[config.mk]
export PLATFORM = sky130hd
export DESIGN_NAME = mux_rr_nch
export DESIGN_NICKNAME = d
export VERILOG_FILES = /design/src/rtl/mux_rr_nch.sv
export SDC_FILE = /design/constraint.sdc
export NUM_CORES = 1
export LEC_CHECK = 0
export CORE_MARGIN = 1
export CORE_UTILIZATION = 43
export DETAILED_ROUTE_END_ITERATION = 10
export PLACE_DENSITY = 0.88
export SLEW_MARGIN = 10
export SYNTH_ARGS = -nofsm -noshare
export SYNTH_HDL_FRONTEND = slang
export SYNTH_SLANG_ARGS = --single-unit
[constraint.sdc]
create_clock -name clk -period 4.1 [get_ports clk]
set_input_delay 1.23 -clock clk [delete_from_list [all_inputs] [get_ports clk]]
set_output_delay 1.23 -clock clk [all_outputs]
set_load 0.1 [all_outputs]
[src/rtl/mux_rr_nch.sv]
`default_nettype none
// ============================================================================
// Module      : mux_rr_nch
// Description : N-channel, W-bit registered multiplexer with valid/ready
//               handshakes. It selects either by round-robin arbitration
//               (mode=0) or by forced select (mode=1). A single output
//               register gives one-cycle latency.
// Revision    : 1.0 - initial release
// ============================================================================
module mux_rr_nch #(
    parameter int NCH = 4,
    parameter int W   = 8,
    parameter int SW  = 2
) (
    input  logic             clk,
    input  logic             rst_n,
    input  logic             mode,
    input  logic [SW-1:0]    sel,
    input  logic [NCH-1:0]   in_val,
    input  logic [NCH*W-1:0] in_data,
    output logic [NCH-1:0]   in_rdy,
    output logic             out_val,
    output logic [W-1:0]     out_data,
    output logic [SW-1:0]    out_src,
    input  logic             out_rdy
);

    localparam logic [SW:0]   c_nch  = (SW+1)'(NCH);
    localparam logic [SW-1:0] c_last = SW'(NCH-1);

    logic             r_out_val;
    logic [W-1:0]     r_out_data;
    logic [SW-1:0]    r_out_src;
    logic [SW-1:0]    r_ptr;

    logic             w_ld;
    logic             w_xfer;
    logic [2*NCH-1:0] w_dbl;
    logic             w_rr_found;
    logic [SW:0]      w_rr_sum;
    logic [NCH-1:0]   w_rr_grant;
    logic [NCH-1:0]   w_f_grant;
    logic [NCH-1:0]   w_grant;
    logic [SW-1:0]    w_win;
    logic [W-1:0]     w_mux;
    logic [SW-1:0]    w_ptr_next;

    // The output register can take a new item when it is empty or being drained.
    assign w_ld = ~r_out_val | out_rdy;

    // Round-robin search. The valid vector is doubled and rotated so that the scan starts at ptr.
    // The first set bit then gives an offset from ptr, which is folded back into range modulo NCH.
    always_comb begin
        w_dbl      = {in_val, in_val} >> r_ptr;
        w_rr_found = 1'b0;
        w_rr_sum   = '0;
        w_rr_grant = '0;
        for (int j = 0; j < NCH; j++) begin
            if (!w_rr_found && w_dbl[j]) begin
                w_rr_found = 1'b1;
                w_rr_sum   = {1'b0, r_ptr} + (SW+1)'(j);
            end
        end
        if (w_rr_sum >= c_nch) begin
            w_rr_sum = w_rr_sum - c_nch;
        end
        for (int i = 0; i < NCH; i++) begin
            w_rr_grant[i] = w_rr_found && (w_rr_sum == (SW+1)'(i));
        end
    end

    // Forced select. A sel value at or beyond NCH matches no channel and so never grants.
    always_comb begin
        w_f_grant = '0;
        for (int i = 0; i < NCH; i++) begin
            w_f_grant[i] = (32'(sel) == 32'(i)) && in_val[i];
        end
    end

    assign w_grant = mode ? w_f_grant : w_rr_grant;
    assign in_rdy  = {NCH{rst_n & w_ld}} & w_grant;
    assign w_xfer  = |in_rdy;

    // Encode the one-hot grant into a winner index and select that channel's data.
    always_comb begin
        w_win = '0;
        w_mux = '0;
        for (int i = 0; i < NCH; i++) begin
            if (w_grant[i]) begin
                w_win = SW'(i);
                w_mux = in_data[i*W +: W];
            end
        end
    end

    // The pointer moves past the winner and wraps at NCH rather than at 2**SW.
    assign w_ptr_next = (w_win == c_last) ? '0 : (w_win + SW'(1));

    // Output register and round-robin pointer.
    always_ff @(posedge clk) begin
        if (!rst_n) begin
            r_out_val  <= 1'b0;
            r_out_data <= '0;
            r_out_src  <= '0;
            r_ptr      <= '0;
        end else if (w_xfer) begin
            r_out_val  <= 1'b1;
            r_out_data <= w_mux;
            r_out_src  <= w_win;
            if (!mode) begin
                r_ptr <= w_ptr_next;
            end
        end else if (out_rdy) begin
            r_out_val <= 1'b0;
        end
    end

    assign out_val  = r_out_val;
    assign out_data = r_out_data;
    assign out_src  = r_out_src;

endmodule
`default_nettype wire

# ---- Word level (Yosys, flattened, before mapping)
# Index checks and enable logic that the tools add are counted.
dict set report classes {
  n_addsub 5
  n_mul 0
  div 0
  magnitude_cmp 1
  eq_ne 7
  n_shift 1
  mux 20
  bitwise_logic 5
  reduce_logical 19
}
# operator n
set ops {}
lappend ops {{8-bit 2-to-1 mux} 4}
lappend ops {{3-bit 2-to-1 mux} 4}
lappend ops {{1-bit logical AND} 11}
lappend ops {{2-bit 2-to-1 mux} 4}
lappend ops {{8-bit by 2-bit >> shifter with 4-bit output} 1}
lappend ops {{1-bit 2-to-1 mux} 7}
lappend ops {{2-bit by 2-bit adder with 3-bit output (second input constant)} 2}
lappend ops {{2-bit equality test (second input constant)} 3}
lappend ops {{3-bit by 2-bit equality test with 1-bit output (second input constant)} 2}
lappend ops {{4-bit AND} 1}
lappend ops {{4-bit 2-to-1 mux} 1}
lappend ops {{4-bit OR reduction} 1}
lappend ops {{2-bit by 1-bit adder with 3-bit output (second input constant)} 1}
lappend ops {{3-bit by 1-bit equality test with 1-bit output (second input constant)} 1}
lappend ops {{3-bit >= comparator (second input constant)} 1}
lappend ops {{1-bit logical NOT} 3}
lappend ops {{3-bit logical NOT} 1}
lappend ops {{3-bit subtractor (second input constant)} 1}
lappend ops {{2-bit by 1-bit adder with 2-bit output (second input constant)} 1}
lappend ops {{2-bit by 1-bit equality test with 1-bit output (second input constant)} 1}
lappend ops {{2-bit logical NOT} 1}
lappend ops {{1-bit inverter} 2}
lappend ops {{2-bit AND reduction} 1}
lappend ops {{2-bit nonzero test} 1}
lappend ops {{2 further kinds} 2}
dict set report totals {
  register_bits 13
  latchBits 0
  mem_bits_rw 0
  rom_bits 0
  in_bits 42
  out_inout_bits 15
  word_cells 62
  memories 0
}

# ---- Longest topological paths before layout
dict set report logic_depth {
  depth_word 21
  depth_mapped 8
  ltp_nobuf 6
}

# ---- Worst setup path before layout
# Ideal clock, no wire load.
dict set report synth_path {
  path_type {input to output}
  from {input port in_val[2]}
  to {output port in_rdy[2]}
  arrival_ns 3.439
  required_time_ns 2.870
  slack_ns -0.569
  stages 6
  n_path_buf 0
  cell_sequence {nand2b_1 -> a21oi_1 -> nor3_4 -> nor2_1 -> a21oi_1 -> nor2_1}
}
dict set report synth_via {
  elab_chain_cells 17
  word_cells_on_any_way 23
  classes_between {add/sub: 1; order compare: 1; eq/ne: 1; shift: 1; mux: 10; bitwise: 1; reduce/logical: 8}
}
# item line_no
set synth_lines {}
lappend synth_lines {{start, declared} 19} ;# input logic [NCH-1:0] in_val,
lappend synth_lines {{8-bit by 2-bit >> shifter with 4-bit output} 54} ;# w_dbl = {in_val, in_val} >> r_ptr;
lappend synth_lines {{1-bit 2-to-1 mux} 59} ;# if (!w_rr_found && w_dbl[j]) begin
lappend synth_lines {{1-bit logical NOT} 59}
lappend synth_lines {{1-bit logical AND} 59}
lappend synth_lines {{1-bit 2-to-1 mux} 59}
lappend synth_lines {{1-bit logical NOT} 59}
lappend synth_lines {{1-bit logical AND} 59}
lappend synth_lines {{1-bit 2-to-1 mux} 59}
lappend synth_lines {{1-bit logical NOT} 59}
lappend synth_lines {{1-bit logical AND} 59}
lappend synth_lines {{3-bit 2-to-1 mux} 59}
lappend synth_lines {{3-bit subtractor / 3-bit >= comparator (equally long branches)} {65, 64}}
lappend synth_lines {{3-bit 2-to-1 mux} 64} ;# if (w_rr_sum >= c_nch) begin
lappend synth_lines {{3-bit by 2-bit equality test with 1-bit output} 68} ;# w_rr_grant[i] = w_rr_found && (w_rr_sum == (SW+1)'(i));
lappend synth_lines {{1-bit logical AND} 68}
lappend synth_lines {{4-bit 2-to-1 mux (*)} 80} ;# assign w_grant = mode ? w_f_grant : w_rr_grant;
lappend synth_lines {{4-bit AND (*)} 81} ;# assign in_rdy = {NCH{rst_n & w_ld}} & w_grant;
lappend synth_lines {{end, declared} 21} ;# output logic [NCH-1:0] in_rdy,
# Every way passes the cells marked *; elsewhere a longest branch is shown, timed or not.

# ---- Worst setup path in the final report
dict set report layout_path {
  from {input port in_val[0]}
  to {output port in_rdy[2]}
}
dict set report layout_via {
  elab_chain_cells 17
  word_cells_on_any_way 22
  classes_between {add/sub: 1; order compare: 1; eq/ne: 1; shift: 1; mux: 10; bitwise: 1; reduce/logical: 7}
}
# item line_no
set layout_lines {}
lappend layout_lines {{8-bit by 2-bit >> shifter with 4-bit output (*)} 54}
lappend layout_lines {{1-bit 2-to-1 mux} 59}
lappend layout_lines {{1-bit logical NOT} 59}
lappend layout_lines {{1-bit logical AND} 59}
lappend layout_lines {{1-bit 2-to-1 mux} 59}
lappend layout_lines {{1-bit logical NOT} 59}
lappend layout_lines {{1-bit logical AND} 59}
lappend layout_lines {{1-bit 2-to-1 mux} 59}
lappend layout_lines {{1-bit logical NOT} 59}
lappend layout_lines {{1-bit logical AND} 59}
lappend layout_lines {{3-bit 2-to-1 mux} 59}
lappend layout_lines {{3-bit subtractor / 3-bit >= comparator (equally long branches)} {65, 64}}
lappend layout_lines {{3-bit 2-to-1 mux} 64}
lappend layout_lines {{3-bit by 2-bit equality test with 1-bit output} 68}
lappend layout_lines {{1-bit logical AND (*)} 68}
lappend layout_lines {{4-bit 2-to-1 mux (*)} 80}
lappend layout_lines {{4-bit AND (*)} 81}
# Marks and branches as above.

==> flow_summary.ini <==
[outcome]
status = finished clean

[clocking]
cts_max_level = 1
clkTransAtPathRegs_ns = 0.11
cts_tree = yes
clock_latency_ns = 0.30
cts_sinks = 13
root_buffer = clkbuf_4
clockBufferDepth = 2
holdBufCountCts = 0
cts_buffers = 3

[drt]
antenna_left = 0
drt-total-wl_um = 4173
drt_iter0_drc = 62
viasPerCell = 5.911
firstDrtPassIters = 5
remaining_drc_errors = 0
avgRoutedWirePerCell_um = 16.96
vias = 1454

[synthesis]
synth_area_leaders = dfxtp_1 23%, a221oi_2 8.0%, a21oi_1 7.1%
ys_top_cells_by_count = 16 x a21oi_1, 13 x dfxtp_1, 12 x nand2_1, 12 x nor2_1, 9 x inv_1
ys_ff_latch = 13
synth.distinct_cells = 36
synth.largest_area_cell = dfxtp_1
syn_nets = 180
synth_area_um2 = 1131
yosysWarnings = 0
yosysSeqAreaShare_pct = 23.01
ys_async_sr_fraction_pct = 0
synth_top_area_share_pct = 23.01
synth_ff_type = dfxtp_1
synthCells = 138
avgSynthCellArea_um2 = 8.196
synth_most_common_cell = a21oi_1
synth_edf_count = 0

[finish]
fin_nets = 259
diodes = 0
syn_to_final_growth_pct = 75.44
drive_gt1_share_pct = 28.24

[worst_setup_path]
slowest_stage = dlygate4sd2_1
crit_type = primary input to output pin
crit_arrival_ns = 2.71
cp-end-kind = output pin
path_common_cell = a21oi_1
cp_cell_sequence = dlygate4sd2_1, buf_4, a21oi_1, o21a_1, o22a_1, a21oi_1, nor2_2, buf_12
crit_fanout = 4
critPathLaunchType = primary input
cpPeakStageDelay_ns = 0.28
cp_data_required_time_ns = 2.87

[die]
coreArea_um2 = 2477
dieArea_um2 = 2839
die_w_um = 53.29
rows = 18
die_h_um = 53.29
start_util_pct = 45.66
boundaryPins = 57

[grt]
grt_use_total_pct = 31.22
grtUsageMet1_pct = 34.57
antenna_found_initial = 0
grt_use_met3_pct = 6.897
top_usage_layer = met2
grt_max_degree = 14
use_met2_pct = 55.83
grt_pass1_wl_um = 6396
overflow = 0
grt_pass1_vias = 1466

[sta]
rsz0062_at_grt = false
final_hold_viol_count = 0
worst_pin_slew_ns = 1.011
finalCritPeriodShare_pct = 96.00
relSlewSlack_pct = 32.42
maxSlewViolCount = 0
whs_ns = 0.5285
min_period_ns = 3.936
skew_ns = 0.01177
timing.setup.tns_ns = 0
clock.fmax_mhz = 254.1
finalSetupViolations = 0

[place]
io_buffers = 56
dp_hpwl_um = 3159
gp_congestion = 0.9211

[power_and_ir_drop]
max-vdd-ir-drop_v = 0.0002524
power_leakage_uw = 0.0008059
powerDensity_nw_per_um2 = 280.1

[min_path]
hold_path.class = flip-flop to flip-flop

[run]
max_cap_violations = 0
==> layout make-up <==
cell class                      count  area, um^2
Multi-Input combinational cell    110       843.3
Timing Repair Buffer               80       783.3
Fill cell                         174       493.0
Sequential cell                    13       260.3
Tap cell                           30       37.54
Inverter                            9       33.78
Clock buffer                        4       26.28
==> through the flow <==
stage          instances  total power [uW]  util, %  setup slack [ns]  instance area, um^2
6_report             246             555.8    80.10            0.1640                 1984
4_1_cts              245             551.5    79.60          0.005675                 1972
2_1_floorplan        138             343.1        -           -0.1211                 1144
5_1_grt              246             574.7    80.10           0.01920                 1984
3_5_place_dp         239             456.7    76.92           -0.1429                 1906
3_3_place_gp         239             450.2    76.92          -0.07953                 1906
==> logic make-up (layout without fill, tap and decap cells) <==
logic type	count (synthesis)	count (layout)	synth area share, %
compound gates	50	50	33.63
xor+xnor	1	1	0.7745
buf+inv	15	93	5.973
flops	13	13	23.01
mux	14	14	13.16
simple gates	45	45	23.45
==> power breakdown <==
| group | internal [uW] | switching, uW |
|---|---|---|
| clock | 37.8 | 55.4 |
| sequential | 140 | 8.58 |
| combinational | 120 | 194 |
==> routing by layer <==
metal  routed length (um)  part of all wire (%)
met1                 1607                    39
met2                 2142                    51
met3                  363                   8.7
met4                   60                   1.4
met5                    0                     0
==> worst max-delay path: cells and delay by family <==
kind	cells	cell delay (ns)
AO/OA/AOI/OAI	4	0.71
buffers and inverters	3	0.62
AND/OR/NAND/NOR	1	0.14
==> final timing paths <==
path | from | slack [ns] | cells after the start | endpoint
worst min-delay path | out_val$_SDFFE_PN0P_ | 0.53 | 2 | out_val$_SDFFE_PN0P_
worst max-delay path | in_val[0] | 0.16 | 8 | in_rdy[2]
worst max register to register | r_ptr[1]$_SDFFE_PN0P_ | 1.92 | 11 | out_data[2]$_SDFFE_PN0P_
worst min register to register | out_val$_SDFFE_PN0P_ | 0.53 | 2 | out_val$_SDFFE_PN0P_
==> placed cells by master, fill, tap and decap left out, types with 7 or more instances in the layout <==
cell type,netlist,layout
clkdlybuf4s50_1,0,48
dfxtp_1,13,13
nand2_1,12,12
a222oi_1,7,7
mux2i_1,7,7
mux2_2,7,7
a21oi_1,16,14
buf_4,0,23
inv_1,9,9
==> registers in the layout (all words and copies together) (netlist names) <==
| signal | count |
|---|---|
| r_ptr | 2 |
| out_val | 1 |
| out_src | 2 |
| out_data | 8 |
==> repair_timing <==
action                     4_1_cts  5_1_grt
setup endpoints to repair        4        4
resized for setup               10        2
setup buffers                    2        1
pin swaps                        3        1
Power figures use the tool's default switching activity.
